File: src/rtl/mem_copy_dma.sv
// mem_copy_dma
//   Bus initiator for a single-port byte memory. It copies a block of len bytes
//   from src_addr to dst_addr in strict forward order. Each byte takes one read
//   cycle followed by one write cycle. Addresses wrap modulo 2**ADDR_W.
//
// Ports
//   clk, rst_n                  system clock (rising edge), async active-low reset
//   start                       copy request, sampled only in IDLE
//   src_addr, dst_addr, len     copy descriptor, latched when start is accepted
//   abort                       (MEM_COPY_ABORT_EN only) early termination request
//   busy, done, bytes_done      status outputs
//   mem_addr, mem_read_en,
//   mem_write_en, mem_write_in  memory port, all driven from flops
//   mem_read_out                memory read data, combinational in the read cycle
//
// Build option
//   MEM_COPY_ABORT_EN adds the abort input. Without it, every copy runs to len.
//
// state | meaning
// ------+------------------------------------------------------------
// IDLE  | waiting for start
// READ  | mem_read_en high, data captured at the closing edge
// WRITE | mem_write_en high, cnt/bytes_done advance at the closing edge
// DONE  | one-cycle done pulse, then back to IDLE
module mem_copy_dma #(
  parameter int ADDR_W = 8,
  parameter int DATA_W = 8
) (
  input  logic              clk,
  input  logic              rst_n,
  input  logic              start,
  input  logic [ADDR_W-1:0] src_addr,
  input  logic [ADDR_W-1:0] dst_addr,
  input  logic [ADDR_W:0]   len,
`ifdef MEM_COPY_ABORT_EN
  input  logic              abort,
`endif
  output logic              busy,
  output logic              done,
  output logic [ADDR_W:0]   bytes_done,
  output logic [ADDR_W-1:0] mem_addr,
  output logic              mem_read_en,
  output logic              mem_write_en,
  output logic [DATA_W-1:0] mem_write_in,
  input  logic [DATA_W-1:0] mem_read_out
);

  typedef enum logic [1:0] {
    IDLE  = 2'd0,
    READ  = 2'd1,
    WRITE = 2'd2,
    DONE  = 2'd3
  } state_t;

  state_t            state_q, state_d;
  logic [ADDR_W-1:0] src_q, src_d;
  logic [ADDR_W-1:0] dst_q, dst_d;
  logic [ADDR_W:0]   len_q, len_d;
  logic [ADDR_W:0]   cnt_q, cnt_d;
  logic [DATA_W-1:0] data_q, data_d;
  logic              busy_q, busy_d;
  logic              done_q, done_d;
  logic [ADDR_W:0]   bytes_done_q, bytes_done_d;
  logic [ADDR_W-1:0] mem_addr_q, mem_addr_d;
  logic              mem_read_en_q, mem_read_en_d;
  logic              mem_write_en_q, mem_write_en_d;
  logic [DATA_W-1:0] mem_write_in_q, mem_write_in_d;

  logic              abort_w;
  logic [ADDR_W:0]   cnt_inc;

`ifdef MEM_COPY_ABORT_EN
  assign abort_w = abort;
`else
  assign abort_w = 1'b0;
`endif

  assign cnt_inc = cnt_q + 1'b1;

  always_ff @(posedge clk or negedge rst_n) begin
    if (!rst_n) begin
      state_q        <= IDLE;
      src_q          <= '0;
      dst_q          <= '0;
      len_q          <= '0;
      cnt_q          <= '0;
      data_q         <= '0;
      busy_q         <= 1'b0;
      done_q         <= 1'b0;
      bytes_done_q   <= '0;
      mem_addr_q     <= '0;
      mem_read_en_q  <= 1'b0;
      mem_write_en_q <= 1'b0;
      mem_write_in_q <= '0;
    end else begin
      state_q        <= state_d;
      src_q          <= src_d;
      dst_q          <= dst_d;
      len_q          <= len_d;
      cnt_q          <= cnt_d;
      data_q         <= data_d;
      busy_q         <= busy_d;
      done_q         <= done_d;
      bytes_done_q   <= bytes_done_d;
      mem_addr_q     <= mem_addr_d;
      mem_read_en_q  <= mem_read_en_d;
      mem_write_en_q <= mem_write_en_d;
      mem_write_in_q <= mem_write_in_d;
    end
  end

  // Outputs are registered, so each branch computes the outputs for the
  // state being entered rather than the state being left.
  always_comb begin
    state_d        = state_q;
    src_d          = src_q;
    dst_d          = dst_q;
    len_d          = len_q;
    cnt_d          = cnt_q;
    data_d         = data_q;
    busy_d         = busy_q;
    done_d         = 1'b0;
    bytes_done_d   = bytes_done_q;
    mem_addr_d     = mem_addr_q;
    mem_read_en_d  = 1'b0;
    mem_write_en_d = 1'b0;
    mem_write_in_d = mem_write_in_q;

    case (state_q)
      IDLE: begin
        busy_d = 1'b0;
        if (start) begin
          src_d        = src_addr;
          dst_d        = dst_addr;
          len_d        = len;
          cnt_d        = '0;
          bytes_done_d = '0;
          if (len != '0) begin
            state_d       = READ;
            busy_d        = 1'b1;
            mem_read_en_d = 1'b1;
            mem_addr_d    = src_addr;
          end else begin
            state_d = DONE;
            done_d  = 1'b1;
          end
        end
      end

      READ: begin
        data_d = mem_read_out;
        if (abort_w) begin
          state_d = DONE;
          busy_d  = 1'b0;
          done_d  = 1'b1;
        end else begin
          state_d        = WRITE;
          mem_write_en_d = 1'b1;
          mem_addr_d     = dst_q + cnt_q[ADDR_W-1:0];
          mem_write_in_d = mem_read_out;
        end
      end

      WRITE: begin
        // The write in this cycle always completes, even when aborting.
        cnt_d        = cnt_inc;
        bytes_done_d = bytes_done_q + 1'b1;
        if (cnt_inc == len_q || abort_w) begin
          state_d = DONE;
          busy_d  = 1'b0;
          done_d  = 1'b1;
        end else begin
          state_d       = READ;
          mem_read_en_d = 1'b1;
          mem_addr_d    = src_q + cnt_inc[ADDR_W-1:0];
        end
      end

      DONE: begin
        state_d = IDLE;
        busy_d  = 1'b0;
      end

      default: begin
        state_d = IDLE;
        busy_d  = 1'b0;
      end
    endcase
  end

  assign busy         = busy_q;
  assign done         = done_q;
  assign bytes_done   = bytes_done_q;
  assign mem_addr     = mem_addr_q;
  assign mem_read_en  = mem_read_en_q;
  assign mem_write_en = mem_write_en_q;
  assign mem_write_in = mem_write_in_q;

endmodule

File: config.mk
export PLATFORM = sky130hd
export DESIGN_NAME = mem_copy_dma
export DESIGN_NICKNAME = d
export VERILOG_FILES = /design/src/rtl/mem_copy_dma.sv
export SDC_FILE = /design/constraint.sdc
export NUM_CORES = 1
export LEC_CHECK = 0
export CELL_PAD_IN_SITES_DETAIL_PLACEMENT = 1
export CELL_PAD_IN_SITES_GLOBAL_PLACEMENT = 1
export CORE_MARGIN = 1
export CORE_UTILIZATION = 32
export DETAILED_ROUTE_END_ITERATION = 10
export GPL_TIMING_DRIVEN = 0
export HOLD_SLACK_MARGIN = 0.08
export PLACE_DENSITY = 0.72
export SKIP_CTS_REPAIR_TIMING = 1
export SYNTH_ARGS = -nofsm -noshare
export SYNTH_HDL_FRONTEND = slang
export SYNTH_SLANG_ARGS = --single-unit
File: constraint.sdc
create_clock -name clk -period 6 [get_ports clk]
set_clock_uncertainty 0.2 [all_clocks]
set_input_delay 0.9 -clock clk [delete_from_list [all_inputs] [get_ports clk]]
set_output_delay 0.9 -clock clk [all_outputs]
set_load 0.03 [all_outputs]
==> flow_metrics.py <==
metrics = {
    "status": {
        "outcome": "completed",
    },
    "clock_tree": {
        "clkLatencyLatePin_ns": 0.34,
        "cts_buffers": 9,
        "tritoncts": "built",
        "h-tree-depth": 3,
        "clk_pin_slew_ns": 0.06,
        "clk_path_buf_depth": 2,
        "cts_root_buffer": "clkbuf_16",
        "cts_sinks": 65,
    },
    "global_routing": {
        "grt_pass1_wl_um": 17750,
        "antenna_found_initial": 0,
        "gr-total-overflow": 0,
        "grt_use_total_pct": 18.43,
        "grt_max_degree": 66,
        "grt_pass1_vias": 3426,
    },
    "yosys": {
        "async_flop_share_pct": 100.0,
        "synth_nets": 430,
        "ys_warn_count": 0,
        "synthTopCellsByArea": "dfrtp_1 42%, mux2_2 9.8%, ha_1 6.7%",
        "netlist_instances": 371,
        "synth_most_common_cell": "dfrtp_1",
        "synth_edf_count": 0,
        "synth_top_area_share_pct": 41.53,
        "synthDistinctLibCells": 57,
        "yosys.area.top_type": "dfrtp_1",
        "avgSynthCellArea_um2": 10.56,
        "synth_common_cells": "65 x dfrtp_1, 34 x mux2_2, 27 x nor2_1, 24 x o21ai_0, 22 x nand2_1",
        "ys.flop_type": "dfrtp_1",
        "syn_area_mm2": 0.003916,
        "yosys_register_bits": 65,
        "ys_seq_area_share_pct": 41.53,
    },
    "cells_and_area": {
        "num_antenna_cells": 0,
        "fin_nets": 505,
        "post-route-util_pct": 41.99,
        "syn_to_final_growth_pct": 28.24,
        "drive_above_1_share_pct": 16.19,
    },
    "critical_path": {
        "worst-endpoint-arrival_ns": 3.34,
        "rr_worst_depth": 9,
        "worstSetupPathType": "register to register",
        "startpoint": "cnt_q[0]",
        "critPathMaxFanout": 8,
        "critPathCaptureType": "register",
        "startpoint_type": "register",
        "r2r_slack_ns": 2.68,
        "r2r-end": "mem_addr[5]",
        "worstPathRequired_ns": 6.02,
        "rr_startpoint": "cnt_q[0]",
    },
    "timing": {
        "tightest_slew_ns": 0.8447,
        "max_freq_ghz": 0.3014,
        "finalSetupViolCount": 0,
        "finalHoldViolCount": 0,
        "period_share_pct": 55.29,
        "grt_setup_unrepaired": "false",
        "relSlewSlack_pct": 43.69,
        "final_max_slew_viol_count": 0,
        "finalSetupTns_ns": 0,
        "fin_crit_ns": 3.317,
    },
    "die": {
        "initial_utilization_pct": 32.74,
        "fp.dieH_um": 112.6,
        "die_width_um": 112.6,
        "core_mm2": 0.01196,
        "rows": 40,
        "die-area_mm2": 0.01268,
        "ioPinCount": 65,
    },
    "hold_path": {
        "holdPathStages": 1,
        "min_from": "mem_write_in[4]",
        "hp-class": "register to register",
        "whs_endpoint": "mem_write_in[4]",
    },
    "power": {
        "ir_worst_vdd_v": 0.0001917,
        "leakage_nw": 2.182,
        "powerDensity_mw_per_mm2": 553.8,
    },
    "route": {
        "firstDrtPassIters": 4,
        "antenna_left": 0,
        "drc_errors": 0,
        "drt_iter0_drc": 123,
        "wl_um": 10670,
        "routed-via-count": 3161,
        "wl_per_cell_um": 17.84,
        "via_per_inst": 5.286,
    },
    "flow_run": {
        "cap_violations": 0,
    },
    "placed_design": {
        "io_buffers": 64,
        "gp_congestion": 0.7932,
        "post-dp-hpwl_um": 8044,
    },
}
## sequential cells by signal, indices dropped and copies added, names as in the netlist, 2 cells and up
name,cells
mem_write_in,8
bytes_done,9
cnt_q,9
len_q,9
state_q,2
mem_addr,8
dst_q,8
src_q,8
## kinds of logic after synthesis
kind of cell    after synthesis  synth area share (%)
mux                          45                 13.48
compound gates               82                 13.71
simple gates                104                 14.15
buf+inv                      28                 3.482
xor+xnor                     24                 5.910
flops                        65                 41.53
fa+ha+maj                    23                 7.732
## where the power goes
group          total [mW]  leakage [nW]  internal [mW]  switching [mW]
clock network       0.504         0.131          0.301           0.202
registers           0.769         0.808          0.625           0.144
logic                1.51          1.24          0.703           0.806
total                2.78          2.18           1.63            1.15
## how the worst max path moves through the flow
stage | depth (start not counted) | slack [ns] | end
finish | 9 | 2.68 | mem_addr[5]
global route | 9 | 2.44 | mem_addr[5]
detailed placement | 7 | 2.54 | bytes_done[7]
global placement | 1 | 1.51 | mem_write_in[6]
CTS | 9 | 2.61 | mem_addr[5]
floorplan | 10 | 3.33 | mem_addr[7]
## through the flow
| stage | hold WS [ns] | total power [mW] | std cells | setup WS [ns] | area, µm² |
|---|---|---|---|---|---|
| after floorplan | 0.2862 | 1.803 | 371 | 3.329 | 3916 |
| after CTS | 0.3118 | 2.815 | 598 | 2.614 | 5022 |
| final | 0.3047 | 2.781 | 598 | 2.683 | 5022 |
| after global placement | 0.2906 | 2.228 | 582 | 1.505 | 4741 |
| after detailed placement | 0.2987 | 2.288 | 582 | 2.543 | 4738 |
| after global routing | 0.3220 | 2.974 | 598 | 2.443 | 5022 |
## layout by cell type, fill, tap and decap left out, types with 4 or more instances in the layout
cell type	count
a21o_1	6
a21oi_1	15
a22oi_1	4
clkbuf_1	7
clkbuf_16	9
clkdlybuf4s50_1	63
dfrtp_1	65
ha_1	21
inv_1	15
mux2_2	34
mux2_4	7
mux2i_1	4
nand2_1	22
nand3_1	11
nand4_1	6
nor2_1	27
nor2b_1	4
nor3_1	8
o21a_1	5
o21ai_0	24
or3_1	4
xnor2_1	10
xor2_1	12
## metal layers
metal	part of all wire (%)	track usage [%]	routed length, µm	vias to the layer above
li1	-	-	-	1503
met4	2.8	8.444	295	0
met5	0	0	0	-
met3	3.7	4.536	397	19
met1	45	21.78	4759	1581
met2	49	31.52	5214	58
## critical path, cell delays in order, from the launching register on
cell and delay (ns):
dfrtp_1 0.55, ha_1 0.35, xor2_1 0.35, ha_1 0.35, o21a_1 0.23, a21oi_1 0.21
nor4b_1 0.08, o31ai_1 0.32, o311ai_0 0.24, mux2_4 0.31
## final cells by class
| class | instances | area [µm²] |
|---|---|---|
| sequential | 65 | 1627 |
| fill | 1335 | 6939 |
| clock buffer | 12 | 256.5 |
| buffer | 13 | 80.08 |
| clock inverter | 4 | 27.53 |
| inverter | 15 | 56.30 |
| multi-input combinational | 278 | 2153 |
| timing repair buffer | 64 | 638.1 |
| tap | 147 | 183.9 |
Power figures use the tool's default switching activity.
